### config.mk
export PLATFORM = sky130hd
export DESIGN_NAME = fetch_unit
export DESIGN_NICKNAME = d
export VERILOG_FILES = /design/src/rtl/risc_pkg.sv /design/src/rtl/fetch_fifo.sv /design/src/rtl/fetch_unit.sv
export SDC_FILE = /design/constraint.sdc
export NUM_CORES = 1
export LEC_CHECK = 0
export BUFFER_PORTS_ARGS = -buffer_cell sky130_fd_sc_hd__buf_2
export CAP_MARGIN = 15
export CORE_ASPECT_RATIO = 1.1
export CORE_UTILIZATION = 52
export CTS_BUF_LIST = sky130_fd_sc_hd__clkbuf_8
export DETAILED_ROUTE_END_ITERATION = 8
export GPL_TIMING_DRIVEN = 0
export PLACE_DENSITY = 0.86
export SKIP_LAST_GASP = 1
export SYNTH_ARGS = -nofsm -noshare
export SYNTH_HDL_FRONTEND = slang
export SYNTH_SLANG_ARGS = --single-unit
### constraint.sdc
create_clock -name clk_i -period 7.3 [get_ports clk_i]
set_input_delay 0.73 -clock clk_i [delete_from_list [all_inputs] [get_ports clk_i]]
set_output_delay 0.73 -clock clk_i [all_outputs]
set_load 0.01 [all_outputs]
### src/rtl/risc_pkg.sv
// Shared fetch-path types: FSM state encoding, prefetch FIFO entry and the canonical NOP.
package risc_pkg;

  localparam int unsigned XLEN = 32;
  localparam logic [31:0] INSTR_NOP = 32'h0000_0013;

  typedef enum logic [1:0] {
    StBoot,
    StRun,
    StDrain,
    StHalt
  } fetch_state_e;

  typedef struct packed {
    logic [XLEN-1:0] pc;
    logic [31:0]     instr;
  } fetch_entry_t;

endpackage

### src/rtl/fetch_fifo.sv
// Prefetch FIFO of {pc, instr} entries with synchronous flush; Depth must be a power of 2.
module fetch_fifo
  import risc_pkg::*;
#(
  parameter int unsigned Depth = 2
) (
  input  logic                       clk_i,
  input  logic                       rst_i,
  input  logic                       flush_i,
  input  logic                       push_i,
  input  fetch_entry_t               wdata_i,
  input  logic                       pop_i,
  output fetch_entry_t               rdata_o,
  output logic                       valid_o,
  output logic [$clog2(Depth+1)-1:0] count_o
);

  localparam int unsigned PtrW = $clog2(Depth);
  localparam int unsigned CntW = $clog2(Depth + 1);

  fetch_entry_t    mem_q [Depth];
  logic [PtrW-1:0] wptr_q, wptr_d, rptr_q, rptr_d;
  logic [CntW-1:0] count_q, count_d;
  logic            do_push, do_pop;

  // Flush wins over both push and pop in the same cycle.
  assign do_push = push_i && !flush_i;
  assign do_pop  = pop_i && (count_q != '0) && !flush_i;

  always_comb begin
    wptr_d  = do_push ? wptr_q + PtrW'(1) : wptr_q;
    rptr_d  = do_pop ? rptr_q + PtrW'(1) : rptr_q;
    count_d = count_q + CntW'(do_push) - CntW'(do_pop);
    if (flush_i) begin
      wptr_d  = '0;
      rptr_d  = '0;
      count_d = '0;
    end
  end

  always_ff @(posedge clk_i or posedge rst_i) begin
    if (rst_i) begin
      wptr_q  <= '0;
      rptr_q  <= '0;
      count_q <= '0;
    end else begin
      wptr_q  <= wptr_d;
      rptr_q  <= rptr_d;
      count_q <= count_d;
    end
  end

  always_ff @(posedge clk_i) begin
    if (do_push) mem_q[wptr_q] <= wdata_i;
  end

  assign rdata_o = mem_q[rptr_q];
  assign valid_o = (count_q != '0);
  assign count_o = count_q;

endmodule

### src/rtl/fetch_unit.sv
// Instruction-fetch stage: owns the PC, issues in-order imem requests, buffers responses.
// Build option FETCH_MISALIGN_TRAP_EN: a misaligned redirect halts fetch and raises if_misalign_o.
module fetch_unit
  import risc_pkg::*;
#(
  parameter logic [XLEN-1:0] RESET_PC   = '0,
  parameter int unsigned     FIFO_DEPTH = 2
) (
  input  logic            clk_i,
  input  logic            rst_i,
  output logic            imem_req_o,
  output logic [XLEN-1:0] imem_addr_o,
  input  logic            imem_gnt_i,
  input  logic            imem_rvalid_i,
  input  logic [31:0]     imem_rdata_i,
  input  logic            redirect_valid_i,
  input  logic [XLEN-1:0] redirect_pc_i,
  output logic            if_valid_o,
  input  logic            if_ready_i,
  output logic [31:0]     if_instr_o,
  output logic [XLEN-1:0] if_pc_o,
  output logic            if_misalign_o
);

  localparam int unsigned CntW = $clog2(FIFO_DEPTH + 1);

  fetch_state_e    state_q, state_d;
  logic [XLEN-1:0] pc_q, pc_d, resp_pc_q, resp_pc_d, tgt_pc;
  logic [CntW-1:0] outst_q, outst_d, drop_q, drop_d, fifo_count;
  logic            gnt_fire, rsp_fire, redirect, misalign, push, fifo_valid;
  fetch_entry_t    fifo_head, push_entry;

`ifdef FETCH_MISALIGN_TRAP_EN
  assign tgt_pc        = redirect_pc_i;
  assign misalign      = redirect && (redirect_pc_i[1:0] != 2'b00);
  assign if_misalign_o = (state_q == StHalt);
`else
  assign tgt_pc        = redirect_pc_i & ~XLEN'(3);
  assign misalign      = 1'b0;
  assign if_misalign_o = 1'b0;
`endif

  assign redirect    = redirect_valid_i && (state_q != StHalt);
  assign imem_req_o  = (state_q == StRun) && ((32'(fifo_count) + 32'(outst_q)) < FIFO_DEPTH);
  assign imem_addr_o = pc_q;
  assign gnt_fire    = imem_req_o && imem_gnt_i;
  // Responses with nothing outstanding belong to requests issued before reset.
  assign rsp_fire    = imem_rvalid_i && (outst_q != '0);
  assign push        = rsp_fire && (drop_q == '0) && !redirect && (state_q != StHalt);
  assign push_entry  = '{pc: resp_pc_q, instr: imem_rdata_i};

  always_comb begin
    outst_d   = outst_q + CntW'(gnt_fire) - CntW'(rsp_fire);
    pc_d      = gnt_fire ? pc_q + XLEN'(4) : pc_q;
    resp_pc_d = push ? resp_pc_q + XLEN'(4) : resp_pc_q;
    drop_d    = (rsp_fire && (drop_q != '0)) ? drop_q - CntW'(1) : drop_q;
    state_d   = state_q;
    // Everything still in flight after this cycle is stale, including a same-cycle grant.
    if (redirect) begin
      pc_d      = tgt_pc;
      resp_pc_d = tgt_pc;
      drop_d    = outst_d;
    end
    unique case (state_q)
      StBoot:  state_d = StRun;
      StRun:   if (redirect && (outst_d != '0)) state_d = StDrain;
      StDrain: if (drop_d == '0) state_d = StRun;
      default: state_d = state_q;
    endcase
    if (misalign) state_d = StHalt;
  end

  always_ff @(posedge clk_i or posedge rst_i) begin
    if (rst_i) begin
      state_q   <= StBoot;
      pc_q      <= RESET_PC;
      resp_pc_q <= RESET_PC;
      outst_q   <= '0;
      drop_q    <= '0;
    end else begin
      state_q   <= state_d;
      pc_q      <= pc_d;
      resp_pc_q <= resp_pc_d;
      outst_q   <= outst_d;
      drop_q    <= drop_d;
    end
  end

  fetch_fifo #(
    .Depth(FIFO_DEPTH)
  ) u_fifo (
    .clk_i  (clk_i),
    .rst_i  (rst_i),
    .flush_i(redirect),
    .push_i (push),
    .wdata_i(push_entry),
    .pop_i  (if_ready_i),
    .rdata_o(fifo_head),
    .valid_o(fifo_valid),
    .count_o(fifo_count)
  );

  always_comb begin
    if_valid_o = fifo_valid;
    if_pc_o    = fifo_head.pc;
    if_instr_o = fifo_head.instr;
    if (state_q == StHalt) begin
      if_valid_o = 1'b1;
      if_pc_o    = pc_q;
      if_instr_o = INSTR_NOP;
    end else if (!fifo_valid) begin
      if_pc_o    = pc_q;
      if_instr_o = INSTR_NOP;
    end
  end

endmodule
# Word-level counts from Yosys, hierarchy flattened
# Memory sizes are Yosys's and may differ from the RTL's.
# Index checks and enable logic that the tools add are counted.
[totals]
mem_count = 1
mem_bits_rw = 128
wordCells = 73
register_bits = 74
output_inout_bits = 99
in_bits = 70
[op_classes]
addsub = 10
order_cmp = 1
mux = 21
n_eq_ne = 6
reduce_logical = 26
[memory_table]
columns = ["name", "words", "word_bits", "rd", "rd_ports_with_merged_regs", "write_ports", "line_no", "source"]
rows = [
  ["u_fifo.mem_q", 2, 64, 1, 0, 1, "fetch_fifo.sv:21", "fetch_entry_t mem_q [Depth];"],
]
[ops]
columns = ["operator", "n"]
rows = [
  ["$mux W32", 8],
  ["$add A32 B3 Y32 const B", 2],
  ["$reduce_bool A2 Y1", 8],
  ["$logic_and A1 B1 Y1", 12],
  ["$mux W2", 5],
  ["$mux W1", 7],
  ["$logic_not A2 Y1", 3],
  ["$pmux W2 S3", 1],
  ["$add A2 B1 Y2", 2],
  ["$eq A2 B2 Y1 const B", 2],
  ["$ne A2 B2 Y1 const B", 2],
  ["$sub A2 B1 Y2", 2],
  ["$add A2 B2 Y3", 1],
  ["$lt A3 B2 Y1 const B", 1],
  ["$reduce_and A3 Y1", 1],
  ["$reduce_bool A3 Y1", 1],
  ["$add A1 B1 Y1 const B", 2],
  ["$eq A2 B1 Y1 const B", 1],
  ["$ne A2 B1 Y1 const B", 1],
  ["$sub A2 B1 Y2 const B", 1],
  ["$logic_not A1 Y1", 1],
]

# Logic depth before layout (Yosys ltp)
[depth]
ltp_word = 10
mapped_depth = 13
ltp_nobuf = 12

# Cells and area by module
# Synthesis repeated with hierarchy kept, for this count alone.
[hier_totals]
hier_cells = 710
area_unflattened_um2 = 9118.7
[modules_own_cells]
columns = ["module", "cells_each", "area_per_inst_um2", "seq_area_each_um2", "n_inst"]
rows = [
  ["fetch_fifo", 222, 4858.4, 3943.8, 1],
  ["fetch_unit", 488, 4260.3, 1651.6, 1],
]

# Worst setup path before layout
# No wires, ideal clock.
[synth_timing]
path_kind = "in2reg"
start = "input port redirect_valid_i"
end = "register u_fifo.wptr_q"
setup_time_ps = 111
t_arrival_ps = 7607
path_stages = 4
path_buffers = 1
path_slack_ps = -418
required_ps = 7189
path_cell_list = "clkbuf_1 -> nand2b_1 -> nor4_1 -> o21bai_1"
[synth_via]
elab_chain_len = 6
elab_cells_between_ends = 7
cone_classes = "mux (1); reduce/logical (6)"
[synth_lines]
columns = ["element", "line_no", "source"]
rows = [
  ["start: declaration", "fetch_unit.sv:16", "input logic redirect_valid_i,"],
  ["$logic_and A1 B1 Y1 (*)", "fetch_unit.sv:43", "assign redirect = redirect_valid_i && (state_q != StHalt);"],
  ["$logic_not A1 Y1", "fetch_fifo.sv:27, fetch_unit.sv:49", ""],
  ["$logic_and A1 B1 Y1 (2 in a row)", "fetch_unit.sv:49", "assign push = rsp_fire && (drop_q == '0) && !redirect && (state_q != StHalt);"],
  ["$logic_and A1 B1 Y1", "fetch_fifo.sv:27", "assign do_push = push_i && !flush_i;"],
  ["$reduce_bool A2 Y1 (no source line)", "--", ""],
  ["end signal: assignment", "fetch_fifo.sv:47", "wptr_q <= wptr_d;"],
  ["end: declaration", "fetch_fifo.sv:22", "logic [PtrW-1:0] wptr_q, wptr_d, rptr_q, rptr_d;"],
]
# Mark *: on every way between the ends. The rest lies on a longest branch, timed or not.
# A chain may end at the register's enable or synchronous reset.

# Final worst setup path
[layout_timing]
start = "input port redirect_valid_i"
end = "register u_fifo.count_q[1], in the netlist u_fifo.count_o[1]"
[layout_via]
elab_chain_len = 8
elab_cells_between_ends = 9
cone_classes = "add/sub (2); mux (1); reduce/logical (6)"
[layout_lines]
columns = ["element", "line_no", "source"]
rows = [
  ["$logic_and A1 B1 Y1 (*)", "fetch_unit.sv:43", ""],
  ["$logic_not A1 Y1", "fetch_fifo.sv:27, fetch_fifo.sv:28, fetch_unit.sv:49", ""],
  ["$logic_and A1 B1 Y1 (2 in a row)", "fetch_unit.sv:49", ""],
  ["$logic_and A1 B1 Y1", "fetch_fifo.sv:27", ""],
  ["$add A2 B1 Y2", "fetch_fifo.sv:33", "count_d = count_q + CntW'(do_push) - CntW'(do_pop);"],
  ["$sub A2 B1 Y2", "fetch_fifo.sv:33", ""],
  ["$mux W2 (*)", "fetch_fifo.sv:34", "if (flush_i) begin"],
  ["via u_fifo.count_d[1]", "fetch_fifo.sv:23", "logic [CntW-1:0] count_q, count_d;"],
  ["end signal: assignment", "fetch_fifo.sv:49", "count_q <= count_d;"],
  ["end: declaration", "fetch_fifo.sv:23", ""],
]
# The timed path passes the listed nets; every way through them passes the cells marked *.

==> flow_summary.yaml <==
finish:
  nFillCells: 1408
  drive_gt1_share_pct: 21.14
  finalNetCount: 1087
  fin_area_um2: 10930
  area_delta_synth_final_pct: 17.21
  fin_cells: 1261
sta:
  max_freq_ghz: 0.2726
  fin_crit_sh_pct: 50.25
  finalHoldViolCount: 0
  worstMarginPinSlew_ns: 1.170
  setup_tns_ns: 0
  layout_min_cycle_time_ns: 3.668
  setup_violations: 0
  relSlewSlack_pct: 21.25
  rsz0062_at_grt: "false"
  layout_setup_ws_ns: 3.632
  finClkSkew_ns: 0.01103
  drv_slew: 0
clock_network:
  cts_buffers: 17
  clock_sinks: 194
  htreeDepth: 4
  cts_tree: "yes"
  clkTransAtPathRegs_ns: 0.10
  cts-hold-fix-buffers: 0
  worstSkewPairLatency_ns: 0.47
  cts_buffer_depth: 2
  clockRootBuffer: "clkbuf_8"
  post_cts_buffers: 0
  ctsResizeCount: 0
setup_path:
  critPathLaunch: "redirect_valid_i"
  crit_type: "input pin to flip-flop"
  crit_required_ns: 7.63
  crit_path_start_kind: "input pin"
  regToRegStartpoint: "outst_q[0]$_DFF_PP0_"
  end_kind: "flip-flop"
  r2r_cells: 8
  critPathArrivalTime_ns: 4.00
  critPathMaxFanout: 10
  rrSetupSlack_ns: 3.71
  r2r_end: "imem_addr_o[26]$_DFFE_PP0N_"
min_path:
  hp-start: "imem_rdata_i[18]"
  hold_depth: 1
  holdPathEnd: "u_fifo.mem_q[0][18]$_DFFE_PP_"
  hold_class: "input pin to flip-flop"
drt:
  vias: 7744
  avgViaCountPerCell: 6.141
  finalWirelength_mm: 25.16
  drt_iter0_drc: 898
  drtPass1Iterations: 6
  drc_errors: 0
  antenna_left: 0
  wl_per_cell_um: 19.95
power:
  p_per_area_nw_per_um2: 210.3
  pwr-share-seq_pct: 53.1
  vdd_ir_drop_max_uv: 150.4
  power_frac_comb_pct: 16.1
  p_sw_share_pct: 27.24
  p_clk_share_pct: 30.8
  p_sw_w: 0.0006263
  leakage_nw: 4.397
  total_power_w: 0.002299
  intPower_w: 0.001673
floorplanning:
  die-area_um2: 18480
  core_um2: 17610
  die-height_um: 142.5
  ios: 169
  start_util_pct: 52.97
  die_w_um: 129.7
  rows: 51
yosys:
  syn_avg_cell_area_um2: 11.36
  synthesis.area_um2: 9329
  yosysSeqAreaShare_pct: 58.69
  synth_edf_count: 124
  netlist_instances: 821
  synth_cell_type_count: 64
  async_reset_ff_share_pct: 36.08
  ys_warn_count: 0
  synth-seq-cells: 194
  ys.flop_type: "edfxtp_1"
placement:
  port_buffers: 160
  placed_cells: 1228
  place_ws_ns: 3.291
  dp_hpwl_mm: 18.10
  gp_congestion: 0.9242
  dpl_cell_area_um2: 10530
grt:
  grt_pass1_vias: 7429
  grt_usage_pct: 27.79
  grt_max_degree: 71
  antenna_found_initial: 0
  grt_pass1_wl_mm: 38.45
  grt_overflow_total: 0
job:
  cap_violations: 0
outcome:
  status: "complete, no violations"
## power by group through the flow
stage                     sequential [W]  combinational, W  clock (W)
final                            0.00122          0.000370   0.000708
after global routing             0.00122          0.000400   0.000748
after CTS                        0.00122          0.000369   0.000709
after detailed placement         0.00124          0.000369          0
after global placement           0.00124          0.000360          0
after floorplan                  0.00124          0.000264          0
## cells in the final DEF, fill, tap and decap left out, types with 4 or more instances in the layout
cell type    n
edfxtp_1   124
nand2_1     81
and3_1       6
a311o_1      5
mux2i_1     63
nand3_1     31
o311ai_0     4
nor2_1      66
nand4_1     29
inv_1       17
o211ai_1    22
buf_2      162
nand3b_1     4
a21oi_1     24
nor3_1      16
a211o_1      4
clkbuf_8    18
nor2b_1      4
dfrtp_1     70
nor3b_1      6
xor2_1       8
clkbuf_1    33
and2_1       8
o31ai_1     10
buf_1       16
and4_1       8
ha_1         7
or4_1       16
buf_4        5
xnor2_1     12
o21ai_0     38
nor4_1      16
conb_1       5
a31oi_1     19
or3_1        4
## cell usage after synthesis (2+ instances only)
cell type,count,share of area [%]
a211o_1,4,0.38
a21oi_1,24,1.3
a221o_1,2,0.21
a2bb2oi_1,3,0.28
a311o_1,5,0.54
a31o_2,2,0.19
a31oi_1,19,1.3
and2_1,9,0.60
and3_1,6,0.40
and4_1,8,0.75
buf_1,16,0.64
buf_2,2,0.11
buf_4,5,0.40
clkbuf_1,33,1.3
dfrtp_1,70,19
edfxtp_1,124,40
ha_1,7,0.94
inv_1,16,0.64
mux2i_1,63,6.8
nand2_1,81,3.3
nand3_1,31,1.7
nand3b_1,4,0.32
nand4_1,29,1.9
nor2_1,66,2.7
nor2b_1,4,0.27
nor3_1,16,0.86
nor3b_1,6,0.48
nor4_1,17,1.1
nor4_2,2,0.27
nor4b_1,3,0.28
o211a_1,2,0.21
o211ai_1,22,1.8
o21ai_0,38,2.0
o311a_1,3,0.32
o311ai_0,4,0.38
o31ai_1,10,0.80
or2_2,2,0.13
or3_1,4,0.27
or4_1,16,1.3
xnor2_1,12,1.1
xor2_1,8,0.75
## final cells by class
type                    count  area, um2  area share (%)
clock inverters            14      153.9           1.407
diodes                      1      2.502         0.02289
plain buffers              56      231.5           2.117
well taps                 238      297.8           2.723
inverters                  17      66.31          0.6065
clock buffers              18      247.7           2.266
flip-flops and latches    194       5475           50.07
multi-input cells         558       3591           32.84
repair buffers            165      868.3           7.941
## registers in the layout (all words and copies together) (netlist names)
name,count
drop_q,2
u_fifo.mem_q,124
imem_addr_o,30
resp_pc_q,30
state_q,2
outst_q,2
u_fifo.count_o,2
u_fifo.wptr_q,1
u_fifo.rptr_q,1
## how the worst max path moves through the flow
stage,to,slack (ns),cells after the start
floorplan,u_fifo.mem_q[0][0]$_DFFE_PP_,2.24,3
global placement,u_fifo.wptr_q$_DFFE_PP0P_,0.04,4
detailed placement,u_fifo.count_o[1]$_DFF_PP0_,3.29,12
CTS,if_pc_o[3],3.72,5
global route,state_q[1]$_DFFE_PP0P_,3.45,13
finish,u_fifo.count_o[1]$_DFF_PP0_,3.63,12
## worst max-delay path, cell delays in order
cell	delay, ns
clkbuf_1	0.27
a21boi_0	0.68
buf_2	0.35
buf_1	0.41
buf_1	0.55
nor2_1	0.12
ha_1	0.30
inv_1	0.04
ha_1	0.19
xor2_1	0.16
xnor2_1	0.14
nor2_1	0.06
## cell families after synthesis
group | share of synthesized area [%]
other | 0.04020
AOI/OAI and AO/OA | 10.81
buffers and inverters | 3.165
adders and majority gates | 1.153
xor gates and xnor gates | 2.133
DFF | 58.69
muxes | 6.880
and+or+nand+nor | 17.13
## per-layer routing
metal | routed length (um) | global-route usage, % | vias up
li1 | - | - | 3486
met1 | 9261 | 32.62 | 3664
met2 | 11950 | 45.23 | 485
met3 | 2537 | 6.992 | 109
met4 | 1409 | 18.05 | 0
met5 | 0 | 0 | -
## metrics by stage
stage	utilization (%)	hold WS (ns)
floorplan	-	0.4402
global route	62.07	0.4303
detailed placement	59.79	0.4652
finish	62.08	0.4406
global placement	59.33	0.4474
CTS	62.07	0.4265
No activity file was read; power rests on OpenSTA's default activity.
